==> src/rtl/rf_pack.sv <==
// Shared types and fixed register indices for the register file / return stack.
package rf_pack;

    typedef enum logic [3:0] {
        NOP,
        MOV,
        INC,
        DEC,
        LDI_LO,
        LDI_HI,
        SETB,
        FLIP,
        SHL_CAT,
        SHR_CAT,
        CALL,
        RET
    } rf_op_t;

    localparam int unsigned M_IDX = 4;
    localparam int unsigned N_IDX = 5;
    localparam int unsigned V_IDX = 13;

endpackage

==> src/rtl/ret_stack.sv <==
// Hardware return-address stack with sticky overflow/underflow flag.
// Overflowing pushes and underflowing pops leave the contents untouched.
module ret_stack #(
    parameter int unsigned AW        = 10,
    parameter int unsigned STK_DEPTH = 4
) (
    input  logic          clk,
    input  logic          rst_n,
    input  logic          push,
    input  logic          pop,
    input  logic [AW-1:0] push_data,
    output logic [AW-1:0] top,
    output logic          empty,
    output logic          full,
    output logic          err
);

    localparam int unsigned CW = $clog2(STK_DEPTH + 1);
    localparam int unsigned IW = $clog2(STK_DEPTH);

    logic [AW-1:0] r_mem [STK_DEPTH];
    logic [CW-1:0] r_count;
    logic          r_err;

    assign empty = (r_count == '0);
    assign full  = (r_count == CW'(STK_DEPTH));
    assign top   = empty ? '0 : r_mem[IW'(r_count - CW'(1))];
    assign err   = r_err;

    // r_count doubles as the write pointer; the top entry sits at r_count-1.
    always_ff @(posedge clk) begin
        if (!rst_n) begin
            r_count <= '0;
            r_err   <= 1'b0;
            for (int i = 0; i < int'(STK_DEPTH); i++) begin
                r_mem[i] <= '0;
            end
        end else if (push) begin
            if (full) begin
                r_err <= 1'b1;
            end else begin
                r_mem[IW'(r_count)] <= push_data;
                r_count             <= r_count + CW'(1);
            end
        end else if (pop) begin
            if (empty) begin
                r_err <= 1'b1;
            end else begin
                r_count <= r_count - CW'(1);
            end
        end
    end

endmodule

==> src/rtl/reg_file_stack.sv <==
// Special-purpose register file with bit/shift ops and a nested-call return stack.
// Reads are combinational and see the pre-write value in the write cycle.
module reg_file_stack
    import rf_pack::*;
#(
    parameter int unsigned DW        = 8,
    parameter int unsigned NREG      = 16,
    parameter int unsigned AW        = 10,
    parameter int unsigned STK_DEPTH = 4
) (
    input  logic                    clk,
    input  logic                    rst_n,
    input  rf_op_t                  op,
    input  logic [$clog2(NREG)-1:0] src,
    input  logic [$clog2(NREG)-1:0] dst,
    input  logic [3:0]              imm,
    input  logic                    load_en,
    input  logic [DW-1:0]           load_data,
    input  logic                    stor_en,
    output logic [DW-1:0]           stor_data,
    output logic [DW-1:0]           rd_src,
    output logic                    src_zero,
    output logic                    res_zero,
    input  logic [AW-1:0]           pc_in,
    output logic [AW-1:0]           ret_addr,
    output logic                    stk_empty,
    output logic                    stk_full,
    output logic                    stk_err
);

    localparam int unsigned SW    = $clog2(NREG);
    localparam int unsigned NSLOT = 1 << SW;

    // Slots at or above NREG are never written, so they read back as 0.
    logic [DW-1:0] r_regs [NSLOT];

    logic [DW-1:0] w_src_val;
    logic [DW-1:0] w_incdec;
    logic [DW-1:0] w_tgt;
    logic [DW-1:0] w_oth;
    logic [DW-1:0] w_cat_l;
    logic [DW-1:0] w_cat_r;
    logic [DW-1:0] w_bit;
    logic [SW-1:0] w_tgt_idx;
    logic [SW-1:0] w_oth_idx;
    logic [2:0]    w_k;
    logic          w_wr_en;
    logic [SW-1:0] w_wr_idx;
    logic [DW-1:0] w_wr_data;
    logic          w_idx_ok;
    logic          w_push;
    logic          w_pop;
    logic [AW-1:0] w_push_data;

    assign w_src_val = r_regs[src];
    assign w_incdec  = (op == DEC) ? w_src_val - DW'(1) : w_src_val + DW'(1);

    // imm[3] picks M or N as target; the other one feeds the shift-in bits.
    assign w_tgt_idx = imm[3] ? SW'(N_IDX) : SW'(M_IDX);
    assign w_oth_idx = imm[3] ? SW'(M_IDX) : SW'(N_IDX);
    assign w_tgt     = r_regs[w_tgt_idx];
    assign w_oth     = r_regs[w_oth_idx];
    assign w_k       = imm[2:0];
    assign w_bit     = DW'(1) << w_k;
    assign w_cat_l   = (w_k == 3'd0) ? w_oth
                                     : (w_tgt << w_k) | (w_oth >> (DW - 32'(w_k)));
    assign w_cat_r   = (w_k == 3'd0) ? w_oth
                                     : (w_tgt >> w_k) | (w_oth << (DW - 32'(w_k)));

    // Single write port; a memory load takes it over from the op.
    always_comb begin
        w_wr_en   = 1'b0;
        w_wr_idx  = dst;
        w_wr_data = '0;
        if (load_en) begin
            w_wr_en   = 1'b1;
            w_wr_data = load_data;
        end else begin
            case (op)
                MOV: begin
                    w_wr_en   = 1'b1;
                    w_wr_data = (src == dst) ? '0 : w_src_val;
                end
                INC, DEC: begin
                    w_wr_en   = 1'b1;
                    w_wr_data = w_incdec;
                end
                LDI_LO: begin
                    w_wr_en   = 1'b1;
                    w_wr_idx  = SW'(V_IDX);
                    w_wr_data = (r_regs[SW'(V_IDX)] & ~DW'(8'h0F)) | DW'(imm);
                end
                LDI_HI: begin
                    w_wr_en   = 1'b1;
                    w_wr_idx  = SW'(V_IDX);
                    w_wr_data = (r_regs[SW'(V_IDX)] & ~DW'(8'hF0)) | (DW'(imm) << 4);
                end
                SETB: begin
                    w_wr_en   = 1'b1;
                    w_wr_idx  = w_tgt_idx;
                    w_wr_data = w_tgt | w_bit;
                end
                FLIP: begin
                    w_wr_en   = 1'b1;
                    w_wr_idx  = w_tgt_idx;
                    w_wr_data = w_tgt ^ w_bit;
                end
                SHL_CAT: begin
                    w_wr_en   = 1'b1;
                    w_wr_idx  = w_tgt_idx;
                    w_wr_data = w_cat_l;
                end
                SHR_CAT: begin
                    w_wr_en   = 1'b1;
                    w_wr_idx  = w_tgt_idx;
                    w_wr_data = w_cat_r;
                end
                default: ;
            endcase
        end
    end

    if (NREG == NSLOT) begin : g_full_decode
        assign w_idx_ok = 1'b1;
    end else begin : g_part_decode
        assign w_idx_ok = (32'(w_wr_idx) < NREG);
    end

    always_ff @(posedge clk) begin
        if (!rst_n) begin
            for (int i = 0; i < int'(NSLOT); i++) begin
                r_regs[i] <= '0;
            end
        end else if (w_wr_en && w_idx_ok) begin
            r_regs[w_wr_idx] <= w_wr_data;
        end
    end

    assign rd_src    = w_src_val;
    assign src_zero  = (w_src_val == '0);
    assign stor_data = stor_en ? w_src_val : '0;
    assign res_zero  = ((op == INC) || (op == DEC)) && !load_en && w_idx_ok
                       && (w_incdec == '0);

    assign w_push      = (op == CALL);
    assign w_pop       = (op == RET);
    assign w_push_data = pc_in + AW'(1);

    ret_stack #(
        .AW        (AW),
        .STK_DEPTH (STK_DEPTH)
    ) u_ret_stack (
        .clk       (clk),
        .rst_n     (rst_n),
        .push      (w_push),
        .pop       (w_pop),
        .push_data (w_push_data),
        .top       (ret_addr),
        .empty     (stk_empty),
        .full      (stk_full),
        .err       (stk_err)
    );

endmodule

==> config.mk <==
export PLATFORM = sky130hd
export DESIGN_NAME = reg_file_stack
export DESIGN_NICKNAME = d
export VERILOG_FILES = /design/src/rtl/rf_pack.sv /design/src/rtl/ret_stack.sv /design/src/rtl/reg_file_stack.sv
export SDC_FILE = /design/constraint.sdc
export NUM_CORES = 1
export LEC_CHECK = 0
export BUFFER_PORTS_ARGS = -buffer_cell sky130_fd_sc_hd__buf_2
export CAP_MARGIN = 5
export CORE_MARGIN = 5
export CORE_UTILIZATION = 63
export CTS_BUF_LIST = sky130_fd_sc_hd__clkbuf_2
export CTS_CLUSTER_SIZE = 12
export DETAILED_ROUTE_END_ITERATION = 7
export HOLD_SLACK_MARGIN = 0.03
export PLACE_DENSITY = 0.82
export SYNTH_ARGS = -nofsm -noshare
export SYNTH_HDL_FRONTEND = slang
export SYNTH_HIERARCHICAL = 1
export SYNTH_SLANG_ARGS = --single-unit
==> constraint.sdc <==
create_clock -name clk -period 4.9 [get_ports clk]
set_input_delay 0.245 -clock clk [delete_from_list [all_inputs] [get_ports clk]]
set_output_delay 0.245 -clock clk [all_outputs]
set_load 0.02 [all_outputs]
**Yosys cells after proc, flatten, opt, wreduce, memory -nomap -nowiden**

Memories as Yosys holds them, arrays and structs flattened.
Index checks and enable logic that the tools add are counted.

- Flip-flop bits (word level): 4
- RAM bits: 168
- Output and inout bits: 31
- Word-level logic and storage cells: 91
- Memories: 2

Memories:

| name | words | width | read ports | clocked after Yosys merged registers in | wr ports | line | source |
|---|---|---|---|---|---|---|---|
| r_regs | 16 | 8 | 4 | 0 | 16 | reg_file_stack.sv:35 | `logic [DW-1:0] r_regs [NSLOT];` |
| u_ret_stack.r_mem | 4 | 10 | 1 | 0 | 4 | ret_stack.sv:21 | `logic [AW-1:0] r_mem [STK_DEPTH];` |

- $add $sub $neg: 6
- Equality and inequality tests: 16
- Shifts and indexed selects: 5
- Muxes and demuxes: 36
- Bitwise logic cells: 6
- Reductions and logical operators: 18

Operator list:

| operator | number |
|---|---|
| $pmux W8 S8 | 1 |
| $mux W8 | 7 |
| $shl A8 B32 Y8 | 1 |
| $shr A8 B32 Y8 | 1 |
| $or A8 B8 Y8 | 3 |
| $mux W10 | 2 |
| $mux W1 | 18 |
| $eq A4 B3 Y1 const B | 4 |
| $eq A4 B4 Y1 const B | 4 |
| $logic_not A8 Y1 | 2 |
| $mux W3 | 4 |
| $add A10 B1 Y10 const B | 1 |
| $reduce_or A10 Y1 | 1 |
| $reduce_or A9 Y1 | 1 |
| $add A8 B1 Y8 const B | 1 |
| $eq A4 B2 Y1 const B | 2 |
| $mux W4 | 2 |
| $or A4 B8 Y8 | 1 |
| $or A8 B4 Y8 | 1 |
| $pmux W4 S2 | 1 |
| $reduce_or A8 Y1 | 1 |
| $shl A1 B3 Y8 const A | 1 |
| $shl A8 B3 Y8 | 1 |
| $shr A8 B3 Y8 | 1 |
| other kinds (19) | 25 |

**Depth between registers and ports, before layout**

- Depth after elaboration: 9
- Depth in mapped cells: 14

**By module**

Netlist, hierarchy kept.

Modules (own cells, without submodules):

| module | instances | cells an instance | area an instance (µm²) | seq. area each (µm²) |
|---|---|---|---|---|
| reg_file_stack | 1 | 721 | 8385.5 | 3843.7 |
| ret_stack | 1 | 156 | 2218.4 | 1281.2 |

**Worst setup path before layout**

No wires, ideal clock.

- Path type: in2reg
- Start: in src[0]
- End: mem r_regs[10][7], data pin
- Library setup time: 0.267 ns
- Data arrival time: 3.441 ns
- Required time: 4.633 ns
- Path slack: 1.192 ns
- Stages: 12
- Path buffers: 2
- Path through: buf_2 > mux4_2 > mux4_2 > ha_1 > a21o_1 > a21o_1 > a211o_1 > o21ai_1 > xnor2_1 > a21oi_2 > buf_2 > nor3_1

RTL lines:

| item | line | source |
|---|---|---|
| start: declaration | reg_file_stack.sv:14 | `input logic [$clog2(NREG)-1:0] src,` |
| end: declaration | reg_file_stack.sv:35 |  |

==> summary.txt <==
Outcome
  – Status: finished clean

Layout
  – Area growth syn-to-layout: 8.25%
  – Nets: 1002
  – Footprint of the multi-input gates: approximately 5100 µm²
  – Fin cells: roughly 1200
  – Reg area: between 5000 and 6000 µm²
  – Share of cells above drive strength 1: a little under a quarter
  – Commonest cells after routing, fill and taps aside: edfxtp_1, nor2_1, nand2_1
  – # fillers: between 1000 and 1500
  – Most common cell after layout, fill and taps aside: edfxtp_1

Power
  – Cell Pwr Density: between 200 and 300 nW/µm²
  – Cell leakage power: between 4 and 5 nW
  – Maximum VDD drop: about 0.00015 V

Clock tree
  – CTS root buffer: clkbuf_2
  – Post_cts resized: 0
  – Clk_lat worst skew: 0.76 ns
  – Clk sinks: around 170
  – Reg clk slew, reported paths: 0.30 ns
  – H-Tree Depth: 4
  – Bufs on Longest Clock Path: 2
  – TritonCTS clock tree: done
  – Total CTS buffers: 17

Synthesis
  – Synth top area cells: edfxtp_1, mux4_2, nor2_1
  – Post-Synthesis Cell Area: around 11000 µm²
  – Leading area contributor after synthesis: edfxtp_1
  – Yosys reg bits: roughly 170
  – Post-synth EDFFs: 168
  – Async SR Flop Fraction: 0%
  – Distinct cells, synth: 76
  – Top-area cell type share of the netlist area: 47.6%
  – Sequential fraction of the synthesis area: 48.3%
  – Net Count, Synth: approximately 940
  – Ys Warns: 6
  – Gate count of the mapped netlist: 877
  – Main flop type after synthesis: edfxtp_1
  – Mean Syn Cell Area: roughly 12 µm²

Global routing
  – Largest net degree at the start of global routing: 38
  – Initial antenna violation count: 1
  – Global-route wire length before repair: ~46000 µm
  – Vias in the first global route: around 7800
  – GRT Total Usage: between 30% and 40%
  – GRT overflow: 0

Floorplanning
  – Rows: 47
  – Initial Util: around 64%
  – Core ar.: approximately 17000 µm²
  – Die Ht: between 100 and 150 µm
  – Die footprint: about 20000 µm²
  – Die Span X: about 140 µm
  – Top Ports: between 60 and 70

Route
  – Met1 wire length: between 10000 and 15000 µm
  – Antenna-violating nets left: 0
  – Starting DRC count in detailed routing: ~1100
  – Total number of vias: 8035
  – Detailed Routing Iterations Pass 1: 5
  – # DRC: 0
  – Top Metal Used: met4
  – WL met2: between 10000 and 15000 µm
  – DR WL met3: approximately 3200 µm
  – DR vias/cell: roughly 6.9
  – WL final: around 29000 µm
  – Routed len/inst: 25.0 µm

Worst hold path
  – Worst hold endpoint: u_ret_stack/r_mem[1][7]
  – Hold Path Depth: 4
  – Hold WC Path Type: in2reg
  – Worst hold start: pc_in[7]

Critical path
  – Worst-path fanout max: 5
  – Reg-to-Reg End: r_regs[8][6]
  – Worst r2r src: r_regs[13][2]
  – CP Cell Sequence: mux4_2 -> mux4_2 -> ha_1 -> a21o_1 -> a21o_1 -> a211o_1 -> o21ai_1 -> xnor2_1 -> o2111a_1 -> buf_2
  – WP data arrival: 4.15 ns
  – Startpoint Class: flop
  – Critical path type: reg2out
  – Worst path required time: 4.66 ns
  – Critical path's largest stage delay: about 0.58 ns
  – Worst Setup End Kind: primary output
  – Worst R2R Path Depth: 10
  – Slowest-stage cell, CP: mux4_2
  – Reg2reg setup slack: around 0.96 ns

Placed design
  – Final HPWL from detailed placement: slightly above 20000 µm
  – Dpl ws: between 0.7 and 0.8 ns
  – PortBufs: around 70
  – Routability cong.: 0.964
  – Placed Cells: 1127

STA
  – RSZ-0062 raised after global routing: false
  – Max_slew headroom: a little under a quarter
  – Worst setup margin: slightly above 0.5 ns
  – Final max-slew violation count: 0
  – Fmax: around 230 MHz
  – Setup TNS: 0 ns
  – Least-Margin Pin Slew: approximately 1.1 ns
  – Skew final: 0.0652 ns
  – Worst Hold Slack: 0.0952 ns
  – # setup viols final: 0
  – Final min period: around 4.4 ns
  – Final period util: 89.6%
  – Hold violation count in the final report: 0

Run
  – Max-cap violations: 0
## kinds of logic (layout without fill, tap and decap cells)
family                     after synthesis  count (layout)  synth area share [%]
xor gates and xnor gates                20              20                  1.65
muxes                                  116             116                  19.6
and+or+nand+nor                        366             366                  16.6
buffers and inverters                   74             148                  3.48
other                                    0               1                     0
DFF                                    172             172                  48.3
AOI/OAI and AO/OA                      103             103                  7.15
adders and majority gates               26              26                  3.14
## worst max-delay path: cells and delay by family, from the launching register on
kind | cells | cell delay (ns)
XOR/XNOR | 1 | 0.16
AO/OA/AOI/OAI | 5 | 1.10
flip-flops | 1 | 0.52
multiplexers | 2 | 1.05
buffers and inverters | 1 | 0.16
adder cells (fa/ha/maj) | 1 | 0.39
## Yosys cell counts (all sizes together) (3+ instances only)
cell type and n:
nand4 3, o21ai 22, o22ai 9, edfxtp 168, and2 53, a21o 5, a22oi 3, nand3 10
mux2i 41, nor2 142, inv 17, nor3 31, or3 5, a221oi 5, buf 34, nand2 77
xor2 9, nand2b 8, ha 25, nor2b 16, clkbuf 23, xnor2 11, nor4 9, mux4 72
a211oi 5, o221ai 5, mux2 3, a21oi 13, dfxtp 4, a21boi 3
## worst max path at each step
stage,depth (start not counted),from,slack (ns),to
after floorplan,12,src[0],1.19,r_regs[10][7]
after global placement,12,src[0],0.83,r_regs[1][6]
after detailed placement,12,src[0],0.75,r_regs[5][6]
after CTS,10,r_regs[4][2],0.52,res_zero
after global routing,11,r_regs[5][0],0.28,res_zero
final,10,r_regs[13][4],0.51,res_zero
## registers in the layout (all words and copies together), names as in the netlist
name,count
u_ret_stack/r_count,3
u_ret_stack/err,1
u_ret_stack/r_mem,40
r_regs,128
## metrics by stage
step / instance area (µm²) / util [%] / power (mW)
3_5_place_dp: 11100 / 67.1 / 2.35
6_report: 11500 / 69.5 / 3.15
3_3_place_gp: 11100 / 67.1 / 2.34
2_1_floorplan: 10600 / - / 2.16
5_1_grt: 11500 / 69.5 / 3.27
4_1_cts: 11500 / 69.4 / 3.14
## where the power goes
group / total (mW) / switching, mW / leakage (nW) / internal (mW)
sequential: 1.71 / 0.0337 / 1.77 / 1.67
combinational: 0.636 / 0.392 / 2.31 / 0.244
clock: 0.810 / 0.515 / 0.159 / 0.295
total: 3.15 / 0.940 / 4.25 / 2.21
## area by class of cell
type | count | area share (%)
sequential | 172 | 44.6
multi-input combinational | 631 | 44.6
timing repair buffer | 99 | 5.36
tap | 220 | 2.40
clock inverter | 15 | 1.60
clock buffer | 17 | 0.741
inverter | 17 | 0.578
antenna | 1 | 0.0218
## per-layer routing
layer / track usage (%) / vias to the layer above
li1: - / 3439
met1: 40.2 / 3914
met2: 48.6 / 579
met3: 6.55 / 103
met4: 13.4 / 0
met5: 0 / -
## what timing repair did
action | CTS | global route
hold buffers | 12 | 0
buffers inserted | 0 | 0
endpoints found under the hold margin | 48 | 0
Power figures use the tool's default switching activity.
